File: src/rtl/soc_noc_echo_responder.sv
// -----------------------------------------------------------------------------
// soc_noc_echo_responder
//
// Simulation-side NoC endpoint for single-tile benches. It collects one whole
// packet from the tile, then plays it back with the header's destination and
// source fields swapped. The packet reaches the tile as if a remote tile had
// answered it. Receive and transmit never overlap: the responder either
// accepts input (RX/DRAIN) or drives output (TX).
//
// Ports
//   clk            single clock
//   rst            synchronous, active-high reset
//   noc_in_flit    flit from the tile (tile's noc_out_flit)
//   noc_in_last    final flit of the incoming packet
//   noc_in_valid   incoming flit valid
//   noc_in_ready   responder accepts an incoming flit (RX/DRAIN only)
//   noc_out_flit   flit to the tile (tile's noc_in_flit)
//   noc_out_last   final flit of the echoed packet
//   noc_out_valid  echoed flit valid (TX only)
//   noc_out_ready  tile accepts an echoed flit
//   pkt_count      packets fully echoed, wraps at 2^16
//   trunc_count    incoming packets longer than the buffer, wraps at 2^16
//
// Packets longer than MAX_PKT_LEN are truncated. The first MAX_PKT_LEN flits
// are kept and the rest are accepted and dropped up to the tail flit. The
// truncated packet is then echoed.
// -----------------------------------------------------------------------------
module soc_noc_echo_responder #(
  parameter int FLIT_WIDTH  = 32,
  parameter int MAX_PKT_LEN = 8,
  parameter int DEST_MSB    = 31,
  parameter int SRC_MSB     = 23,
  parameter int ID_WIDTH    = 5
) (
  input  logic                  clk,
  input  logic                  rst,
  input  logic [FLIT_WIDTH-1:0] noc_in_flit,
  input  logic                  noc_in_last,
  input  logic                  noc_in_valid,
  output logic                  noc_in_ready,
  output logic [FLIT_WIDTH-1:0] noc_out_flit,
  output logic                  noc_out_last,
  output logic                  noc_out_valid,
  input  logic                  noc_out_ready,
  output logic [15:0]           pkt_count,
  output logic [15:0]           trunc_count
);

  // Pointer width covers indices 0..MAX_PKT_LEN-1. Length width also covers
  // MAX_PKT_LEN itself.
  localparam int PTR_W = (MAX_PKT_LEN > 2) ? $clog2(MAX_PKT_LEN) : 1;
  localparam int LEN_W = $clog2(MAX_PKT_LEN + 1);

  // RX and TX are the two architectural states. DRAIN is the part of RX that
  // follows a truncation, where incoming flits are no longer stored.
  localparam logic [1:0] ST_RX    = 2'd0;
  localparam logic [1:0] ST_DRAIN = 2'd1;
  localparam logic [1:0] ST_TX    = 2'd2;

  localparam logic [PTR_W-1:0] PTR_TOP  = PTR_W'(MAX_PKT_LEN - 1);
  localparam logic [LEN_W-1:0] LEN_FULL = LEN_W'(MAX_PKT_LEN);

  logic [1:0]       state_q,       state_d;
  logic [PTR_W-1:0] wr_ptr_q,      wr_ptr_d;
  logic [PTR_W-1:0] rd_ptr_q,      rd_ptr_d;
  logic [LEN_W-1:0] len_q,         len_d;
  logic [15:0]      pkt_count_q,   pkt_count_d;
  logic [15:0]      trunc_count_q, trunc_count_d;

  logic                  mem_we;
  logic                  in_fire;
  logic                  out_fire;
  logic                  tx_tail;
  logic [FLIT_WIDTH-1:0] hdr_word;
  logic [FLIT_WIDTH-1:0] tx_word;

  // Packet buffer. It has no reset: contents are only read below len_q, and
  // those entries are always rewritten before they are read.
  logic [FLIT_WIDTH-1:0] pkt_mem [MAX_PKT_LEN];

  // ---------------------------------------------------------------------------
  // Handshake signals, decoded from the state register only
  // ---------------------------------------------------------------------------
  // noc_in_ready and noc_out_valid depend only on state_q. There is no
  // combinational path from noc_out_ready into the input side.
  assign noc_in_ready  = (state_q != ST_TX);
  assign noc_out_valid = (state_q == ST_TX);

  assign in_fire  = noc_in_valid && noc_in_ready;
  assign out_fire = noc_out_valid && noc_out_ready;

  // Current flit is the last one of the echo.
  assign tx_tail = (LEN_W'(rd_ptr_q) == (len_q - LEN_W'(1)));

  // ---------------------------------------------------------------------------
  // Next-state logic
  // ---------------------------------------------------------------------------
  always_comb begin
    state_d       = state_q;
    wr_ptr_d      = wr_ptr_q;
    rd_ptr_d      = rd_ptr_q;
    len_d         = len_q;
    pkt_count_d   = pkt_count_q;
    trunc_count_d = trunc_count_q;
    mem_we        = 1'b0;

    case (state_q)
      ST_RX: begin
        if (in_fire) begin
          mem_we = 1'b1;
          if (noc_in_last) begin
            len_d   = LEN_W'(wr_ptr_q) + LEN_W'(1);
            state_d = ST_TX;
          end else if (wr_ptr_q == PTR_TOP) begin
            // Buffer full with the packet still open. Keep what is stored
            // and drop the rest.
            len_d   = LEN_FULL;
            state_d = ST_DRAIN;
          end else begin
            wr_ptr_d = wr_ptr_q + PTR_W'(1);
          end
        end
      end

      ST_DRAIN: begin
        // Flits are accepted but not stored. The tail flit ends the packet.
        if (in_fire && noc_in_last) begin
          trunc_count_d = trunc_count_q + 16'd1;
          state_d       = ST_TX;
        end
      end

      ST_TX: begin
        if (out_fire) begin
          if (tx_tail) begin
            wr_ptr_d    = '0;
            rd_ptr_d    = '0;
            pkt_count_d = pkt_count_q + 16'd1;
            state_d     = ST_RX;
          end else begin
            rd_ptr_d = rd_ptr_q + PTR_W'(1);
          end
        end
      end

      default: begin
        // Unused encoding: go back to a clean receive state.
        wr_ptr_d = '0;
        rd_ptr_d = '0;
        state_d  = ST_RX;
      end
    endcase
  end

  // ---------------------------------------------------------------------------
  // Output flit: buffer entry at rd_ptr, with the header fields swapped
  // ---------------------------------------------------------------------------
  assign hdr_word = pkt_mem[0];

  always_comb begin
    tx_word = pkt_mem[rd_ptr_q];
    if (rd_ptr_q == '0) begin
      tx_word[DEST_MSB -: ID_WIDTH] = hdr_word[SRC_MSB -: ID_WIDTH];
      tx_word[SRC_MSB -: ID_WIDTH]  = hdr_word[DEST_MSB -: ID_WIDTH];
    end
  end

  // Outside TX the output bus is forced to zero. Stale buffer contents never
  // appear on it, and it reads 0 out of reset. In TX the buffer and rd_ptr
  // are frozen during a stall, so flit and last hold stable.
  assign noc_out_flit = (state_q == ST_TX) ? tx_word : '0;
  assign noc_out_last = (state_q == ST_TX) && tx_tail;

  assign pkt_count   = pkt_count_q;
  assign trunc_count = trunc_count_q;

  // ---------------------------------------------------------------------------
  // Registers
  // ---------------------------------------------------------------------------
  always_ff @(posedge clk) begin
    if (rst) begin
      state_q       <= ST_RX;
      wr_ptr_q      <= '0;
      rd_ptr_q      <= '0;
      len_q         <= '0;
      pkt_count_q   <= '0;
      trunc_count_q <= '0;
    end else begin
      state_q       <= state_d;
      wr_ptr_q      <= wr_ptr_d;
      rd_ptr_q      <= rd_ptr_d;
      len_q         <= len_d;
      pkt_count_q   <= pkt_count_d;
      trunc_count_q <= trunc_count_d;
    end
  end

  always_ff @(posedge clk) begin
    if (mem_we) begin
      pkt_mem[wr_ptr_q] <= noc_in_flit;
    end
  end

endmodule

File: config.mk
export PLATFORM = sky130hd
export DESIGN_NAME = soc_noc_echo_responder
export DESIGN_NICKNAME = d
export VERILOG_FILES = /design/src/rtl/soc_noc_echo_responder.sv
export SDC_FILE = /design/constraint.sdc
export NUM_CORES = 1
export LEC_CHECK = 0
export CAP_MARGIN = 20
export CORE_AREA = 4 4 158 160
export CTS_CLUSTER_DIAMETER = 30
export CTS_CLUSTER_SIZE = 30
export DETAILED_ROUTE_END_ITERATION = 6
export DIE_AREA = 0 0 162 164
export MAX_ROUTING_LAYER = met4
export PLACE_DENSITY = 0.75
export SYNTH_ARGS = -nofsm -noshare
export SYNTH_HDL_FRONTEND = slang
export SYNTH_SLANG_ARGS = --single-unit
File: constraint.sdc
create_clock -name clk -period 3.5 [get_ports clk]
set_input_delay 0.35 -clock clk [delete_from_list [all_inputs] [get_ports clk]]
set_output_delay 0.35 -clock clk [all_outputs]
set_load 0.01 [all_outputs]
* Yosys cells after proc, flatten, opt, wreduce, memory -nomap -nowiden
Memory sizes are Yosys's and may differ from the RTL's. A register that Yosys moved wholly into a read port is not among the register bits.
Index checks and enable logic that the tools add are counted.
** Operators by class
- Add/subtract/negate cells :: 6
- Equal/unequal tests :: 12
- Mux-type cells :: 27
- Bitwise gates (word level) :: 2
- Reduce and logical (&&, ||, !) cells :: 14
** Operators with widths (count)
- 16-bit by 1-bit adder with 16-bit output, second input constant :: 2
- 32-bit two-way mux :: 1
- 3-bit two-way mux :: 9
- 2-bit two-way mux :: 6
- 5-bit two-way mux :: 2
- 2-bit != test, second input constant :: 5
- 3-bit one-hot mux with 3 select lines :: 1
- 4-bit two-way mux :: 2
- 3-bit by 1-bit adder with 3-bit output, second input constant :: 2
- 2-bit one-hot mux with 3 select lines :: 1
- 3-bit one-hot mux with 2 select lines :: 1
- 3-bit AND reduction :: 2
- 6-bit AND reduction :: 1
- 5-bit AND reduction :: 1
- 3-bit by 1-bit adder with 4-bit output, second input constant :: 1
- 3-bit by 4-bit == test with 1-bit output :: 1
- 1-bit logical AND :: 4
- 1-bit two-way mux :: 4
- 2-bit by 1-bit != test with 1-bit output, second input constant :: 2
- 2-bit AND reduction :: 2
- 4-bit by 1-bit subtractor with 4-bit output, second input constant :: 1
- 3-bit == test, second input constant :: 1
- 3-bit logical NOT :: 1
- 3-bit != test, second input constant :: 1
- 6 further kinds :: 7
** Word-level totals
- Register bits after elaboration :: 44
- Bits in writable memories :: 256
- Input port bits :: 37
- Output and inout bits :: 67
- Logic and storage cells :: 68
- Memories kept :: 1
** Memories
- pkt_mem :: depth 8, bits a word 32, read ports 2, clocked after memory_dff 1, write ports 1, line 79 : logic [FLIT_WIDTH-1:0] pkt_mem [MAX_PKT_LEN];

* Logic depth before layout (Yosys ltp)
Gate-level depths: netlist (run 1).
- Depth in word-level cells :: 7
- Mapped depth :: 8
- Mapped depth without buffers :: 6

* Least setup slack after synthesis (run 1)
No wires, ideal clock.
- Path type :: reg-to-reg
- From :: reg state_q[1]
- To :: mem pkt_mem[0][0], enable pin
- Library setup time :: 461 ps
- Data arrival time :: 3097 ps
- Data required time :: 3039 ps
- Slack :: -58 ps
- Cell stages (with the launch flop) :: 5
- Path buffers :: 1
- Period minus slack after synthesis :: 3558 ps
- Cells stage by stage :: dfxtp_1 buf_2 nor3b_2 nand2b_1 nor3_1
** On the way
- Cells in the longest elaborated chain, start to end :: 6
- Elaborated cells between the ends (all ways) :: 7
- Those cells by class :: eq/ne: 1; mux: 4; reduce/logical: 2
** RTL lines
- start, declared :: line 63 : logic [1:0] state_q, state_d;
- start signal, assigned :: line 189 : state_q <= state_d;
- 2-bit != test :: line 86 : assign noc_in_ready = (state_q != ST_TX);
- 1-bit logical AND :: line 89 : assign in_fire = noc_in_valid && noc_in_ready;
- 1-bit two-way mux :: line 109 : if (in_fire) begin
- 1-bit two-way mux * :: line 107 : case (state_q)
- 1-bit two-way mux * :: line 199 : if (mem_we) begin
- 1-bit two-way mux (not written as such) * :: line 200 : pkt_mem[wr_ptr_q] <= noc_in_flit;
- end, declared :: line 79
Every way passes the cells marked *; elsewhere a longest branch is shown, timed or not.

==> results of run 1 <==
-- tightest hold or removal path, cell delays in order (launching register included) --
cell and delay (ns):
dfxtp_1 0.31, o31ai_1 0.07, a21oi_1 0.06
-- state kept, by name (all words and copies together) (netlist names), named ones only --
signal / cells
pkt_mem: 256
pkt_count: 16
trunc_count: 16
len_q: 4
rd_ptr_q: 3
wr_ptr_q: 3
state_q: 2
-- cell families (layout without fill, tap and decap cells) --
family	after synthesis	after routing	share of synthesized area [%]
multiplexers	104	104	15.2
adder cells (fa/ha/maj)	7	7	0.721
AO/OA/AOI/OAI	73	73	3.61
XOR/XNOR	13	13	1.06
flip-flops	303	303	71.0
AND/OR/NAND/NOR	148	148	6.53
buffers and inverters	49	227	1.80
-- metrics by stage --
stage	power, µW	worst slack [ns]	util (%)
2_1_floorplan	4290	0.797	-
3_3_place_gp	4460	0.757	58.5
3_5_place_dp	4480	0.703	58.5
4_1_cts	9150	0.292	65.4
5_1_grt	9390	0.206	65.4
6_report	9070	0.326	65.4
-- worst paths after layout --
check	from	endpoint	slack (ns)	cells after the start
hold / removal	trunc_count[15]	trunc_count[15]	0.50	2
setup / recovery	register	noc_out_flit[1]	0.33	5
setup reg to reg	len_q[0]	pkt_count[13]	1.18	7
hold reg to reg	trunc_count[15]	trunc_count[15]	0.50	2
-- power breakdown --
part	internal, µW	switching [µW]	leakage (µW)	total, µW
Combinational	188	222	0.00139	411
Sequential	3970	26.5	0.00270	4000
Clock	2940	1720	0.000786	4660
Total	7100	1970	0.00487	9070
-- area by class of cell --
cell class	instances	area [µm²]
fill	1561	8090
multi-input combinational	345	3370
sequential	303	8630
timing repair buffer	127	1250
clock inverter	37	367
clock buffer	54	1270
inverter	9	33.8
tap	319	399
-- metal layers --
metal	GRT usage, %	share of wire (%)	vias up
met1	27.7	41	3585
met3	4.37	5.9	56
met2	34.9	50	250
met4	6.38	2.3	0
li1	-	-	3085
met5	-	0	-
-- Yosys cell counts, types with 6 or more instances --
cell,instances
inv_1,9
edfxtp_1,256
buf_2,16
a21oi_1,31
nand4_1,8
mux2i_1,32
xor2_1,7
clkbuf_1,20
nor4_1,6
dfxtp_1,47
nor3_1,8
nand2_1,17
nand3_1,12
mux2_1,7
o21ai_0,19
ha_1,7
o31ai_1,10
or4_1,11
mux4_2,64
nor2b_1,9
nor2_1,47
==> summary.md, run 1 <==
| Metric | Value |
|---|---|
| Delay-heaviest family, CP | flip-flops |
| Initial core utilization | 51.9% |
| Cell at the slowest stage of the critical path | dfxtp_2 |
| Hold_buf cts | 0 |
| WP buf/inv | 2 |
| Rows | 56 |
| Worst Tran Pin Value | 0.839 ns |
| Setup bufs post-CTS | 0 |
| Post-synth EDFFs | 256 |
| Pwr dens | 592 nW/µm² |
| Largest net degree at the start of global routing | 33 |
| Via count | 6,976 |
| Sequential fraction of the synthesis area | 71.0% |
| Core ar. | 23,400 µm² |
| Class of the worst hold path | register to register |
| Clk slew on worst S/H paths | 0.05 ns |
| Largest stage delay on the critical path | 0.86 ns |
| Total GRT Usage | 21.4% |
| Critical Path AT | 2.82 ns |
| H-tree levels | 2 |
| Via density per instance | 5.84 |
| Gr ovfl total | 0 |
| Data required time of the worst path | 3.15 ns |
| Bufs on Longest Clock Path | 3 |
| Mean routed wirelength per cell | 22.4 µm |
| Num CTS Buffers | 49 |
| Max-cap violations | 0 |
| Period utilisation layout | 90.7% |
| Diode count | 0 |
| Final nets | 879 |
| Share of the synthesized area in the top cell type | 63.3% |
| Slew HR | 44.1% |
| Pre-Repair DR Iteration Count | 5 |
| Cells after synthesis | 697 |
| CTS tree | yes |
| DR iter-0 viols | 624 |
| Worst path cell trace | buf_12, mux4_2, mux2i_1, nor2_1, clkdlybuf4s50_1 |
| Outcome | finished, final reports clean |
| Mapped cell area | 12,100 µm² |
| Port Buffers | 103 |
| Synth area leaders | edfxtp_1, mux4_2, dfxtp_1, mux2i_1, nor2_1 |
| Net Count, Synth | 741 |
| Synth cell types | 53 |
| Syn avg cell area | 17.4 µm² |
| Asr flop ratio synth | 0% |
| Vias in the first global route | 7,391 |
| Final setup violation count | 0 |
| Area leader, netlist | edfxtp_1 |
| Clk Latency, worst-skew pair | 0.55 ns |
| Die Height | 164 µm |
| Flops & latches, synth | 303 |
| Horiz. Die Dim | 162 µm |
| Placer Congestion | 0.808 |
| Setup TNS | 0 ns |
| Max Freq | 315 MHz |
| Critical Path End Type | primary output |
| CP startpoint kind | register |
| Most frequent cells in the layout | edfxtp_1, clkdlybuf4s50_1, mux4_2, clkbuf_16, dfxtp_1 |
| Cell Area, Placed | 13,700 µm² |
| Main synth FF type | edfxtp_1 |
| Final std cells w/o fill | 1,194 |
| Tmin final | 3.17 ns |
| RSZ-0062 raised after global routing | false |
| Worst Skew | 0.0165 ns |
| CP Class | register to primary output |
| Post-route ant nets | 0 |
| Fin Hold WS | 0.499 ns |
| Finished Cell Area | 15,300 µm² |
| Cells after DPL | 1,103 |
| Global-route wire length before repair | 42,700 µm |
| CP max FO | 28 |
| I/O pin total | 104 |
| Clock sink count | 303 |
| Antenna violations before repair | 0 |
| Die Footprint | 26,600 µm² |
| Final hold viol count | 0 |
| Commonest non-fill, non-tap cell in the layout | edfxtp_1 |
| Max Slew Vio Count | 0 |
| Drt total wl | 26,700 µm |
| Synth warn | 0 |
| Root Driver | clkbuf_16 |
| Ratio of cells with drive above 1 in the final layout | 21.4% |
| P&R area growth vs syn | 26.1% |
| # DRC | 0 |
| Max VDD drop | 0.419 mV |
| Post-CTS sizing | 0 |
| Lkg Pwr | 0.00487 µW |
| Post-DP HPWL | 16,100 µm |
Note: power is estimated with default switching activity, not from simulation.
==> run 2, diff against run 1 <==
HOLD_SLACK_MARGIN = 0.08   (was default)
==> results of run 2 <==
No change in the layout: final DEF, timing and power equal those of run 1.
